## src/rtl/i2s_sample_fifo_irq.sv

```systemverilog
// i2s_sample_fifo_irq: sample FIFO with a level-threshold interrupt request and a post-drain holdoff
// Ports:
//   i_clk_in        50 MHz codec clock, rising-edge
//   i_reset_n       asynchronous active-low reset
//   i_sample_data   sample word from the I2S deserializer
//   i_sample_valid  one-cycle write strobe
//   i_rd_en         one-cycle read strobe (already synchronous to i_clk_in)
//   i_ovf_clr       one-cycle clear of the sticky overflow flag
//   o_rd_data       registered read word
//   o_rd_valid      pulses one cycle after an accepted read
//   o_irq_enable    interrupt request to the downstream interrupt clock generator
//   o_level         FIFO occupancy 0..DEPTH
//   o_empty/o_full  decoded from o_level
//   o_overflow      sticky, set when a sample is dropped
module i2s_sample_fifo_irq #(
   parameter int DATA_W    = 32,
   parameter int ADDR_W    = 4,
   parameter int THRESHOLD = 8,
   parameter int HOLDOFF   = 4
) (
   input  logic              i_clk_in,
   input  logic              i_reset_n,
   input  logic [DATA_W-1:0] i_sample_data,
   input  logic              i_sample_valid,
   input  logic              i_rd_en,
   input  logic              i_ovf_clr,
   output logic [DATA_W-1:0] o_rd_data,
   output logic              o_rd_valid,
   output logic              o_irq_enable,
   output logic [ADDR_W:0]   o_level,
   output logic              o_empty,
   output logic              o_full,
   output logic              o_overflow
);
   localparam int DEPTH = 2 ** ADDR_W;
   localparam logic [ADDR_W:0] LVL_FULL = DEPTH[ADDR_W:0];
   localparam logic [ADDR_W:0] LVL_TH   = THRESHOLD[ADDR_W:0];
   localparam logic [7:0]      HO_CNT   = HOLDOFF[7:0];
   typedef enum logic [1:0] {S_IDLE, S_ASSERT, S_HOLDOFF} state_t;
   logic [DATA_W-1:0] r_mem [DEPTH];
   logic [ADDR_W-1:0] r_wr_ptr, r_rd_ptr;
   logic [ADDR_W:0]   r_level;
   logic [DATA_W-1:0] r_rd_data;
   logic              r_rd_valid, r_overflow, r_irq;
   logic [7:0]        r_cnt;
   state_t            r_state;
   logic              w_rd, w_wr, w_drop;
   assign o_empty      = r_level == '0;
   assign o_full       = r_level == LVL_FULL;
   assign o_level      = r_level;
   assign o_rd_data    = r_rd_data;
   assign o_rd_valid   = r_rd_valid;
   assign o_overflow   = r_overflow;
   assign o_irq_enable = r_irq;
   assign w_rd   = i_rd_en & ~o_empty;
   // a full FIFO still takes a write when a read frees a slot in the same cycle
   assign w_wr   = i_sample_valid & (~o_full | w_rd);
   assign w_drop = i_sample_valid & o_full & ~w_rd;
   always_ff @(posedge i_clk_in) begin
      if (w_wr) r_mem[r_wr_ptr] <= i_sample_data;
   end
   always_ff @(posedge i_clk_in or negedge i_reset_n) begin
      if (!i_reset_n) begin
         r_wr_ptr   <= '0;
         r_rd_ptr   <= '0;
         r_level    <= '0;
         r_rd_data  <= '0;
         r_rd_valid <= 1'b0;
         r_overflow <= 1'b0;
      end else begin
         if (w_wr) r_wr_ptr <= r_wr_ptr + 1'b1;
         if (w_rd) begin
            r_rd_ptr  <= r_rd_ptr + 1'b1;
            r_rd_data <= r_mem[r_rd_ptr];
         end
         r_rd_valid <= w_rd;
         r_level    <= (w_wr & ~w_rd) ? r_level + 1'b1 : (w_rd & ~w_wr) ? r_level - 1'b1 : r_level;
         // a drop in the same cycle as a clear leaves the flag set
         r_overflow <= w_drop | (r_overflow & ~i_ovf_clr);
      end
   end
   // irq is registered alongside the state so it always equals (state == S_ASSERT)
   always_ff @(posedge i_clk_in or negedge i_reset_n) begin
      if (!i_reset_n) begin
         r_state <= S_IDLE;
         r_cnt   <= '0;
         r_irq   <= 1'b0;
      end else begin
         case (r_state)
            S_IDLE: if (r_level >= LVL_TH) begin
               r_state <= S_ASSERT;
               r_irq   <= 1'b1;
            end
            S_ASSERT: if (r_level == '0) begin
               r_state <= S_HOLDOFF;
               r_cnt   <= HO_CNT;
               r_irq   <= 1'b0;
            end
            S_HOLDOFF: begin
               r_cnt <= r_cnt - 1'b1;
               if (r_cnt == 8'd1) r_state <= S_IDLE;
            end
            default: begin
               r_state <= S_IDLE;
               r_irq   <= 1'b0;
            end
         endcase
      end
   end
endmodule

```

## config.mk

```make
export PLATFORM = sky130hd
export DESIGN_NAME = i2s_sample_fifo_irq
export DESIGN_NICKNAME = d
export VERILOG_FILES = /design/src/rtl/i2s_sample_fifo_irq.sv
export SDC_FILE = /design/constraint.sdc
export NUM_CORES = 1
export LEC_CHECK = 0
export CORE_UTILIZATION = 55
export CTS_BUF_LIST = sky130_fd_sc_hd__clkbuf_16
export DETAILED_ROUTE_END_ITERATION = 10
export HOLD_SLACK_MARGIN = 0.1
export PLACE_DENSITY = 0.73
export REMOVE_ABC_BUFFERS = 1
export SLEW_MARGIN = 30
export SYNTH_ARGS = -nofsm -noshare
export SYNTH_HDL_FRONTEND = slang
export SYNTH_SLANG_ARGS = --single-unit
```

## constraint.sdc

```tcl
create_clock -name i_clk_in -period 7.06 [get_ports i_clk_in]
set_input_delay 1.412 -clock i_clk_in [delete_from_list [all_inputs] [get_ports i_clk_in]]
set_output_delay 1.412 -clock i_clk_in [all_outputs]
set_load 0.005 [all_outputs]
```

; ---- Word level (Yosys, flattened, before mapping)
; Memory sizes are Yosys's and may differ from the RTL's. A register that Yosys moved wholly into a read port is not among the register bits.
; Index checks and enable logic that the tools add are counted.
[totals]
mem_bits_ro = 0
ram_bits = 512
wordCells = 58
regBits = 26
latch_bits = 0
n_memories = 1
[mem_list]
columns = memory, depth, width, rd, rd_ports_with_merged_regs, wr, line_no
row1 = r_mem, 16, 32, 1, 1, 1, 40  ; logic [DATA_W-1:0] r_mem [DEPTH];
[op_classes]
n_mul = 0
bitwise = 15
n_mux = 13
n_reduce_logical = 8
eq_ne = 7
shifts = 0
addsub = 5
div_mod_pow = 0
n_lt_le_gt_ge = 1
[ops]
columns = cell, n
row1 = $pmux 8 s2, 1
row2 = $mux 5, 2
row3 = $add 4x1->4 const B, 2
row4 = $eq 8x1->1 const B, 1
row5 = $mux 8, 1
row6 = $sub 8x1->8 const B, 1
row7 = $and 1x1->1, 7
row8 = $mux 2, 3
row9 = $ne 2x2->1 const B, 3
row10 = $not 1->1, 6
row11 = $pmux 2 s3, 1
row12 = $reduce_and 3->1, 2
row13 = $add 5x1->5 const B, 1
row14 = $eq 5x5->1 const B, 1
row15 = $ge 5x4->1 const B, 1
row16 = $logic_not 5->1, 1
row17 = $sub 5x1->5 const B, 1
row18 = $mux 1, 4
row19 = $reduce_bool 2->1, 2
row20 = $pmux 1 s3, 1
row21 = $eq 2x1->1 const B, 1
row22 = $eq 2x2->1 const B, 1
row23 = $logic_not 2->1, 1
row24 = $or 1x1->1, 2
row25 = 2 further kinds, 2

; ---- Logic depth before layout (Yosys ltp)
[logic_depth]
depth_word = 9
ltp_mapped = 11
mapped_depth_nobuf = 10

; ---- Worst setup path before layout
; Ideal clock, no wire load.
[synth_timing]
kind = in2reg
startpoint = input port i_rd_en
endpoint = memory r_mem[3][0], enable pin
t_arrival_ps = 4078
stages = 5
required_ps = 6599
path_slack_ps = 2521
path_cell_list = nor4b_2 -> nor2b_1 -> buf_2 -> nand2_1 -> nor3_1
[synth_between]
elab_chain_len = 5
[synth_lines]
columns = element, line_no
row1 = from (decl), 25  ; input logic i_rd_en,
row2 = $and 1x1->1, 55  ; assign w_rd = i_rd_en & ~o_empty;
row3 = $or 1x1->1, 57  ; assign w_wr = i_sample_valid & (~o_full | w_rd);
row4 = $and 1x1->1, 57
row5 = net w_wr, 47  ; logic w_rd, w_wr, w_drop;
row6 = $mux 1, 60  ; if (w_wr) r_mem[r_wr_ptr] <= i_sample_data;
row7 = $mux 1 (implied by the code), 60
row8 = to (decl), 40
; The timed path passes the listed nets, and every way through them passes these cells.

; ---- Worst setup path after layout
[layout_timing]
startpoint = input port i_rd_en
endpoint = memory r_mem[1][26], enable pin
[layout_between]
elab_chain_len = 5
[layout_lines]
columns = element, line_no
row1 = $and 1x1->1, 55
row2 = $or 1x1->1, 57
row3 = $and 1x1->1, 57
row4 = $mux 1, 60
row5 = $mux 1 (implied by the code), 60
; Every way passes these cells.

==> summary.json <==
{
  "post-cts-setup-buffers": {"value": 0},
  "cts-resized-gates": {"value": 0},
  "finalHoldViolCount": {"value": 0},
  "share_clk_of_total_power": {"value": 27.9, "unit": "%"},
  "final.min_clock_period": {"value": 4.095, "unit": "ns"},
  "grt_util_met2": {"value": 36.38, "unit": "%"},
  "postSynthRegisterBits": {"value": 570},
  "leakagePower": {"value": 8.149, "unit": "nW"},
  "synthArstFlopShare": {"value": 10.18, "unit": "%"},
  "drt_iter0_markers": {"value": 782},
  "final_layout_size_suffix_gt1_share": {"value": 26.87, "unit": "%"},
  "cts-root-buf": {"value": "clkbuf_16"},
  "tritoncts_num_sinks": {"value": 570},
  "grt_use_total": {"value": 22.07, "unit": "%"},
  "die_area": {"value": 40650, "unit": "sq um"},
  "htree_num_levels": {"value": 2},
  "floorplan.core_area": {"value": 39010, "unit": "sq um"},
  "grt_setup_unrepaired": {"value": "no"},
  "finalSetupTns": {"value": 0, "unit": "ns"},
  "die_height": {"value": 201.6, "unit": "um"},
  "routed-via-count": {"value": 10290},
  "seq_power_share": {"value": 44.8, "unit": "%"},
  "number_of_antenna_violations_at_the_first_check_in_global_routing": {"value": 1},
  "clk_transition_reported_paths": {"value": 0.06, "unit": "ns"},
  "clkLatencyLatePin": {"value": 0.60, "unit": "ns"},
  "grt_util_met3": {"value": 3.855, "unit": "%"},
  "finalCritPeriodShare": {"value": 58.00, "unit": "%"},
  "globalRoute.busiestLayer": {"value": "met2"},
  "largest_vdd_supply_drop": {"value": 342.2, "unit": "uV"},
  "synth_area_per_cell": {"value": 21.70, "unit": "sq um"},
  "overflow": {"value": 0},
  "yosys_warnings": {"value": 0},
  "cts_tree": {"value": "yes"},
  "number_of_standard_cells_in_the_layout_taps_in_and_fillers_out": {"value": 1679},
  "power_density": {"value": 393.4, "unit": "nW/um^2"},
  "grt_max_degree": {"value": 117},
  "hold_slack": {"value": 0.4965, "unit": "ns"},
  "swShare": {"value": 28.50, "unit": "%"},
  "fp.dieW": {"value": 201.6, "unit": "um"},
  "boundaryPins": {"value": 79},
  "fmax": {"value": 244.2, "unit": "MHz"},
  "worst_clock_skew": {"value": 0.01111, "unit": "ns"},
  "worstSetupPathType": {"value": "input pin to flop"},
  "synth.yosys.seq_area_share": {"value": 76.78, "unit": "%"},
  "grt_first_pass_wirelength": {"value": 66300, "unit": "um"},
  "placementRows": {"value": 72},
  "place.detailed.hpwl": {"value": 23250, "unit": "um"},
  "vias_per_instance": {"value": 6.129},
  "outcome": {"value": "finished clean"},
  "detail_route.drc_violations": {"value": 0},
  "slew_violations": {"value": 0},
  "placed_cells_incl_taps": {"value": 1575},
  "startpoint_of_the_lowest_slack_hold_path": {"value": "r_cnt[6]$_DFFE_PN0P_"},
  "max-clock-path-buffers": {"value": 3},
  "drv.max_cap_violation_count": {"value": 0},
  "drt-total-wl": {"value": 43300, "unit": "um"},
  "ant_diodes": {"value": 0},
  "critPathLaunchType": {"value": "input pin"},
  "synth-edff-count": {"value": 512},
  "total_switching_power": {"value": 2.827, "unit": "mW"},
  "start_util": {"value": 56.18, "unit": "%"},
  "cell_internal_pwr": {"value": 7.093, "unit": "mW"},
  "tritoncts.num_buffers": {"value": 55},
  "worst_tran_pin_value": {"value": 0.9591, "unit": "ns"},
  "finalSetupViolCount": {"value": 0},
  "finalInstanceArea": {"value": 25210, "unit": "sq um"},
  "syn-cell-area": {"value": 21920, "unit": "sq um"},
  "max-slew-margin-rel": {"value": 36.06, "unit": "%"},
  "synth.distinct_cells": {"value": 39},
  "predominant_post_synthesis_flop_cell": {"value": "edfxtp_1"},
  "finish.net_count": {"value": 1164},
  "required": {"value": 7.29, "unit": "ns"},
  "endpoint_kind": {"value": "flop"},
  "first_global_vias": {"value": 10750},
  "comb_power_share": {"value": 27.3, "unit": "%"},
  "antenna_violating_nets_post_route": {"value": 0},
  "cts.hold.buffers_added": {"value": 0},
  "layout-area-overhead-vs-synth": {"value": 15.04, "unit": "%"},
  "grtUsageMet1": {"value": 30.47, "unit": "%"},
  "postPlaceCellArea": {"value": 23480, "unit": "sq um"},
  "io_buffers": {"value": 78},
  "critPathLaunch": {"value": "i_rd_en"},
  "hp-class": {"value": "flop to flop"},
  "first_pass_iters": {"value": 5},
  "worst_ep_arrival_time": {"value": 4.33, "unit": "ns"},
  "synthCells": {"value": 1010},
  "rr_startpoint": {"value": "o_level[0]$_DFFE_PN0P_"},
  "timing.critical_path.fanout_max": {"value": 25},
  "replace_congestion": {"value": 0.7674},
  "routed_wire_length_per_instance": {"value": 25.79, "unit": "um"}
}
==> through the flow <==
| stage | setup slack [ns] | util, % | power [mW] |
|---|---|---|---|
| final | 2.965 | 64.64 | 9.920 |
| after global routing | 2.740 | 64.64 | 10.34 |
| after CTS | 3.003 | 64.55 | 10.01 |
| after detailed placement | 2.388 | 60.18 | 7.231 |
| after global placement | 2.556 | 59.74 | 7.158 |
| after floorplan | 0.7339 | - | 6.464 |
==> layout make-up <==
class	instances	area, sq um
Clock buffer	55	1376
Clock inverter	48	325.3
Fill cell	2475	13790
Inverter	13	48.80
Multi-Input combinational cell	372	4850
Sequential cell	570	16830
Tap cell	518	648.1
Timing Repair Buffer	103	1130
==> worst paths after layout <==
path                                             end  slack (ns)  cells after the start
max in group asynchronous    r_rd_ptr[0]$_DFFE_PN0N_        5.74                      1
hold / removal                  r_cnt[6]$_DFFE_PN0P_        0.50                      1
min in group asynchronous  o_rd_data[11]$_DFFE_PN0N_        0.82                      1
hold reg to reg                 r_cnt[6]$_DFFE_PN0P_        0.50                      1
setup reg to reg              r_mem[1][26]$_DFFE_PP_        3.65                      6
setup / recovery              r_mem[1][26]$_DFFE_PP_        2.97                      6
==> critical path, cell delays in order <==
cell and delay [ns]:
clkdlybuf4s50_1 0.50, nor4b_2 0.07, nor2b_1 0.71, nand2_1 0.43
nor3_2 0.63, buf_4 0.55
==> power by group through the flow <==
stage	clock [mW]	sequential, mW	combinational [mW]
finish	2.77	4.45	2.71
global route	2.94	4.49	2.91
CTS	2.82	4.45	2.74
detailed placement	0	4.51	2.72
global placement	0	4.50	2.66
floorplan	0	4.64	1.82
==> placed cells by master (no fill, tap or decap), types with 2 or more instances in the layout <==
master	count
nor3b_1	2
nor3_2	4
o22ai_1	38
xnor2_1	8
nand2_1	14
o21ai_0	7
nand3_1	4
nand2b_1	7
o21ai_1	4
or3_1	2
a21o_1	2
nor2_1	6
edfxtp_1	512
clkbuf_16	55
dfrtp_4	2
inv_1	27
clkinv_1	15
mux2_2	33
buf_6	3
nor3_1	4
nor2b_1	2
xor2_1	3
buf_16	7
nor2_4	12
and3_1	2
ha_1	11
a21oi_1	38
clkinv_2	9
nand4_1	2
o22ai_2	27
bufinv_16	4
clkdlybuf4s50_1	77
buf_4	15
inv_6	4
dfrtp_1	55
mux4_2	128
==> state kept, by name (all words and copies together) (netlist names) <==
name	cells
o_rd_data	32
r_state	2
o_irq_enable	1
o_rd_valid	1
r_rd_ptr	4
r_mem	512
r_cnt	8
o_level	5
o_overflow	1
r_wr_ptr	4
==> cells by family (layout without fill, tap and decap cells) <==
family / count (synthesis) / after routing / share of synthesized area (%)
flops: 570 / 570 / 76.78
mux: 162 / 162 / 14.89
simple gates: 68 / 68 / 1.553
buf+inv: 68 / 219 / 1.678
xor+xnor: 11 / 11 / 0.4396
compound gates: 119 / 119 / 3.939
fa+ha+maj: 12 / 12 / 0.7193
==> cell usage after synthesis, types with 2 or more instances <==
master,instances,area share [%]
o22ai_1,38,1.1
mux2_2,33,1.7
ha_1,11,0.63
buf_1,11,0.19
o21ai_0,7,0.16
o21ai_1,4,0.091
clkbuf_1,20,0.34
xnor2_1,8,0.32
inv_1,13,0.22
nand2b_1,8,0.23
dfrtp_1,58,6.6
mux4_2,128,13
nor2b_1,2,0.057
buf_12,3,0.27
nor3b_1,2,0.068
buf_6,6,0.31
buf_2,15,0.34
nand3_1,4,0.091
nand4_1,2,0.057
nor3_1,8,0.18
o22ai_2,27,1.5
or3_1,2,0.057
nor2_1,18,0.31
edfxtp_1,512,70
and3_1,2,0.057
a21oi_1,38,0.87
xor2_1,3,0.12
a21o_1,2,0.068
nand2_1,15,0.26
==> routing by layer <==
metal | wire (um) | vias up
met5 | 13 | -
met4 | 1000 | 2
met3 | 2789 | 78
met2 | 21810 | 348
met1 | 17680 | 5451
li1 | - | 4411
(Power assumes the default switching activity.)
